## src/rtl/fft_frame_loader.sv

```systemverilog
// Windows a real sample stream with a Hann LUT and loads it, bit-reversed and pre-scaled, into the FFT RAM.
// Accept-to-write latency is 2 cycles; after N samples the loader drains, then holds fft_start until fft_done.
module fft_frame_loader #(
    parameter int width = 16,
    parameter int N_2   = 5
) (
    input  logic                 clk,
    input  logic                 reset,
    input  logic                 sample_valid,
    input  logic [width-1:0]     sample,
    output logic                 sample_ready,
    output logic [N_2-1:0]       win_idx,
    input  logic [width-1:0]     win_coef,
    output logic                 ram_we,
    output logic [N_2-1:0]       ram_adr,
    output logic [2*width-1:0]   ram_wd,
    output logic                 fft_start,
    input  logic                 fft_done,
    output logic                 busy
);

    localparam logic [N_2-1:0] CNT_LAST = {N_2{1'b1}};

    typedef enum logic [1:0] {LOAD, DRAIN, RUN} state_t;

    state_t               state, state_nxt;
    logic [N_2-1:0]       cnt, cnt_nxt;
    logic                 dcnt, dcnt_nxt;
    logic                 start_nxt;
    logic                 accept;
    logic [N_2-1:0]       adr_rev;

    logic                 s1_vld;
    logic [width-1:0]     s1_sample;
    logic [N_2-1:0]       s1_adr;

    logic signed [2*width-1:0] prod;
    logic signed [2*width-1:0] prod_sh;
    logic [2*width-1:0]        wd_nxt;

    assign sample_ready = (state == LOAD);
    assign busy         = (state != LOAD);
    assign win_idx      = cnt;
    assign accept       = sample_valid & sample_ready;

    always_comb begin
        adr_rev = '0;
        for (int i = 0; i < N_2; i++) begin
            adr_rev[i] = cnt[N_2-1-i];
        end
    end

    always_comb begin
        state_nxt = state;
        cnt_nxt   = cnt;
        dcnt_nxt  = dcnt;
        start_nxt = 1'b0;
        case (state)
            LOAD: begin
                dcnt_nxt = 1'b0;
                if (accept) begin
                    cnt_nxt = cnt + 1'b1;
                    if (cnt == CNT_LAST) begin
                        state_nxt = DRAIN;
                    end
                end
            end
            DRAIN: begin
                // Two idle cycles let the last sample clear both pipeline stages.
                if (dcnt) begin
                    state_nxt = RUN;
                    start_nxt = 1'b1;
                    dcnt_nxt  = 1'b0;
                end else begin
                    dcnt_nxt = 1'b1;
                end
            end
            RUN: begin
                start_nxt = 1'b1;
                if (fft_done) begin
                    state_nxt = LOAD;
                    start_nxt = 1'b0;
                end
            end
            default: state_nxt = LOAD;
        endcase
    end

    always_ff @(posedge clk or posedge reset) begin
        if (reset) begin
            state     <= LOAD;
            cnt       <= '0;
            dcnt      <= 1'b0;
            fft_start <= 1'b0;
        end else begin
            state     <= state_nxt;
            cnt       <= cnt_nxt;
            dcnt      <= dcnt_nxt;
            fft_start <= start_nxt;
        end
    end

    // Signed sample times zero-extended coefficient; one arithmetic shift does the
    // upper-half select and the bit-growth headroom, truncating toward -inf.
    assign prod    = $signed({{width{s1_sample[width-1]}}, s1_sample}) *
                     $signed({{width{1'b0}}, win_coef});
    assign prod_sh = prod >>> (width + N_2);
    assign wd_nxt  = prod_sh << width;

    always_ff @(posedge clk or posedge reset) begin
        if (reset) begin
            s1_vld    <= 1'b0;
            s1_sample <= '0;
            s1_adr    <= '0;
            ram_we    <= 1'b0;
            ram_adr   <= '0;
            ram_wd    <= '0;
        end else begin
            s1_vld <= accept;
            if (accept) begin
                s1_sample <= sample;
                s1_adr    <= adr_rev;
            end
            ram_we <= s1_vld;
            if (s1_vld) begin
                ram_adr <= s1_adr;
                ram_wd  <= wd_nxt;
            end
        end
    end

endmodule

```

## config.mk

```make
export PLATFORM = sky130hd
export DESIGN_NAME = fft_frame_loader
export DESIGN_NICKNAME = d
export VERILOG_FILES = /design/src/rtl/fft_frame_loader.sv
export SDC_FILE = /design/constraint.sdc
export NUM_CORES = 1
export LEC_CHECK = 0
export BUFFER_PORTS_ARGS = -buffer_cell sky130_fd_sc_hd__buf_2
export CORE_ASPECT_RATIO = 0.8
export CORE_MARGIN = 10
export CORE_UTILIZATION = 23
export CTS_CLUSTER_DIAMETER = 150
export DETAILED_ROUTE_END_ITERATION = 10
export SLEW_MARGIN = 40
export SYNTH_ARGS = -nofsm -noshare
export SYNTH_HDL_FRONTEND = slang
export SYNTH_SLANG_ARGS = --single-unit
```

## constraint.sdc

```tcl
create_clock -name clk -period 5.6 [get_ports clk]
set_input_delay 0.84 -clock clk [delete_from_list [all_inputs] [get_ports clk]]
set_output_delay 0.84 -clock clk [all_outputs]
set_load 0.02 [all_outputs]
```

==> run_results.csv <==
group,metric,value,unit
synth,synth_top_cells_by_area,"fa_1 37%, ha_1 14%, dfrtp_1 11%, inv_1 8.8%, and2_1 6.8%",
synth,synth-seq-cells,48,
synth,synth_top_area_cell,"fa_1",
global_routing,maximum_number_of_pins_on_one_net_before_global_route_repair,49,
worst_setup_path,crit_family,"adder cells",
cts,htree_levels,2,
routing,remaining_drc_errors,0,
worst_setup_path,timing.critical_path.arrival,6.12,ns
worst_setup_path,crit-reg2reg-capture,"ram_wd[21]$_DFFE_PP0P_",
synth,ys_async_sr_fraction,100,%
global_routing,grt_pass1_wl,47800,µm
synth,synth_top_area_share,36.7,%
timing,grt_setup_unrepaired,"yes",
synth,syn-mean-instance-area,9.17,µm²
worst_hold_path,min-delay-path-class,"flop to flop",
routing,via_count,8134,
worst_setup_path,timing.reg2reg.worst_path_depth,21,
cts,clkSinkCount,48,
routing,routed_wirelength,29700,µm
worst_setup_path,critical_path.cell_chain,"buf_6 -> and2_4 -> fa_1 -> inv_1 -> fa_1 -> inv_1 -> fa_1 -> fa_1 -> fa_1 -> inv_1 -> fa_1 -> inv_2 -> ha_4 -> nand2_2 -> or3_4 -> or3_4 -> a211oi_2 -> a311oi_2 -> buf_4 -> xnor2_1 -> mux2_2",
synth,primary_flip_flop_cell_chosen_by_synthesis_mapping,"dfrtp_1",
cts,insertion_delay,0.32,ns
routing,firstDrtPassIters,5,
synth,synth_warnings,0,
synth,seq_area_frac_synth,11.4,%
timing,postLayoutSetupSlackWorst,-0.304,ns
worst_setup_path,cp.buffers_inverters,6,
flow_run,timing.max_cap.violations,0,
worst_setup_path,crit_start,"win_coef[14]",
cts,tritoncts,"built",
routing,initialDrtViolationCount,430,
placed_design,numPortBuffers,65,
finish,num_antenna_cells,0,
floorplanning,core.rowCount,70,
synth,synthMostInstantiatedCell,"inv_1",
synth,yosysUniqueCellTypes,49,
worst_setup_path,required_time_reported_for_the_critical_path_endpoint,5.81,ns
timing,fmax,169,MHz
placed_design,place_area,0.0124,mm²
worst_setup_path,rr_startpoint,"s1_sample[4]$_DFFE_PP0P_",
timing,fin_crit_sh,105,%
finish,nets,1652,
timing,final.hold.worst_slack,0.500,ns
worst_setup_path,r2r_setup_slack,-0.25,ns
worst_setup_path,critPathCapture,"ram_wd[21]$_DFFE_PP0P_",
timing,finClkSkew,0.0163,ns
global_routing,first_global_vias,8835,
global_routing,antenna_violations_before_repair,1,
outcome,status,"finished, violations left",
cts,cts-buffers-inserted,5,
global_routing,globalRouteTotalUtil,10.9,%
finish,post_route_cells_drive_above_1_share,28.0,%
routing,ant_nets,0,
cts,cts_buffer_depth,2,
worst_setup_path,critPathKind,"input port to flop",
timing,hold_violations,0,
finish,stdcell_area,0.0134,mm²
timing,transition_at_the_pin_with_the_smallest_max_transition_slack,0.693,ns
cts,cts_root_buffer,"clkbuf_16",
floorplanning,number_of_ports_placed_on_the_die_boundary,82,
placed_design,place.gp.congestion,0.879,
worst_setup_path,endpoint_type_of_the_worst_setup_path,"flop",
timing,timing.slew.headroom,53.8,%
routing,detail_route.wl_per_cell,15.5,µm
synth,number_of_standard_cells_after_synthesis,1150,
worst_setup_path,cp_depth,21,
timing,final-max-slew-violation-count,0,
synth,netlist_area,0.0105,mm²
cts,cts.clk_slew.worst_paths,0.09,ns
synth,ys_top_cells_by_count,"247 x inv_1, 193 x fa_1, 157 x nand2_1",
routing,route.detailed.vias_per_inst,4.24,
floorplanning,dieArea,0.0548,mm²
finish,area_growth_syn_to_layout,27.0,%
worst_setup_path,critPathMaxStageDelay,0.53,ns
worst_setup_path,maximum_fanout_along_the_worst_path,4,
floorplanning,core,0.0455,mm²
synth,synth_edf_count,0,
outcome,failing_checks,"negative setup slack",
global_routing,grt_overflow_total,0,
timing,period_needed,5.90,ns
timing,setup_violations,10,
floorplanning,starting_utilization_of_the_core_area,23.1,%
placed_design,dp_hpwl,24900,µm
floorplanning,die-width,259,µm
worst_setup_path,cp_common_cell,"fa_1",
floorplanning,die_height,211,µm
worst_setup_path,timing.critical_path.slowest_stage_cell,"fa_1",
worst_setup_path,worstSetupStartpointType,"input port",
-- metal layers --
layer / track usage, % / part of all wire, % / routed length [µm]
met1: 15.0 / 47 / 14000
met2: 17.4 / 46 / 13600
met3: 2.27 / 5.9 / 1770
met4: 2.21 / 1.5 / 435
met5: 0 / 0 / 0
-- cell type report --
class,instances,area (µm²)
Sequential cell,48,1220
Multi-Input combinational cell,805,8700
Clock buffer,5,125
Clock inverter,3,68.8
Tap cell,612,766
Timing Repair Buffer,196,1570
Inverter,248,931
Fill cell,4774,32200
-- state kept, by name (all words and copies together) (netlist names), 2 cells and up --
register	count
s1_sample	16
ram_wd	11
ram_adr	5
s1_adr	5
win_idx	5
state	2
-- worst min-delay path by stage --
stage                                      start                      to  slack (ns)  cells after the start
after CTS                 ram_adr[1]$_DFFE_PP0P_  ram_adr[1]$_DFFE_PP0P_        0.51                      1
after floorplan                 s1_vld$_DFF_PP0_        ram_we$_DFF_PP0_        0.37                      0
after global placement          dcnt$_DFFE_PP0P_        dcnt$_DFFE_PP0P_        0.47                      2
final                     ram_adr[1]$_DFFE_PP0P_  ram_adr[1]$_DFFE_PP0P_        0.50                      1
after global routing      ram_adr[4]$_DFFE_PP0P_  ram_adr[4]$_DFFE_PP0P_        0.52                      1
after detailed placement  ram_adr[1]$_DFFE_PP0P_  ram_adr[1]$_DFFE_PP0P_        0.49                      1
-- cell usage in the layout (no fill, tap or decap), types with 6 or more instances in the layout --
cell,count
inv_1,227
fa_1,179
nand2_1,151
buf_4,112
ha_1,108
and2_1,92
buf_2,51
dfrtp_1,34
mux2_2,28
nor2_1,25
and2_4,23
inv_2,21
a21oi_1,19
buf_6,18
conb_1,16
fa_2,14
dfrtp_2,14
nand4_1,12
ha_4,11
o21ai_0,10
nand2b_1,10
xnor2_1,10
buf_12,9
a21o_1,6
-- stage by stage --
stage	std cells	setup TNS, ns	utilization (%)	worst slack, ns
floorplan	1165	-2.27	-	-0.515
global placement	1896	-8.45	27.1	-0.916
detailed placement	1896	-8.94	27.1	-0.933
CTS	1915	-1.52	28.8	-0.339
global route	1917	-3.17	29.4	-0.425
finish	1917	-1.81	29.4	-0.304
-- timing repair --
action | CTS | global route
setup endpoints to repair | 11 | 11
pin swaps | 59 | 56
setup buffers | 11 | 4
gates resized for setup | 134 | 62
hold buffers | 0 | 0
gates cloned | 1 | 0
-- logic make-up (layout without fill, tap and decap cells) --
family	Yosys count	after routing	synth area share, %
simple gates	347	347	16.1
buf+inv	312	452	11.9
fa+ha+maj	312	312	50.8
other cells	1	16	0.0356
mux	33	33	3.51
flops	48	48	11.4
compound gates	84	84	5.18
xor+xnor	13	13	1.08
Power is not shown: default switching activity piles up to over one toggle a cycle in this logic, so the estimate is an artifact.
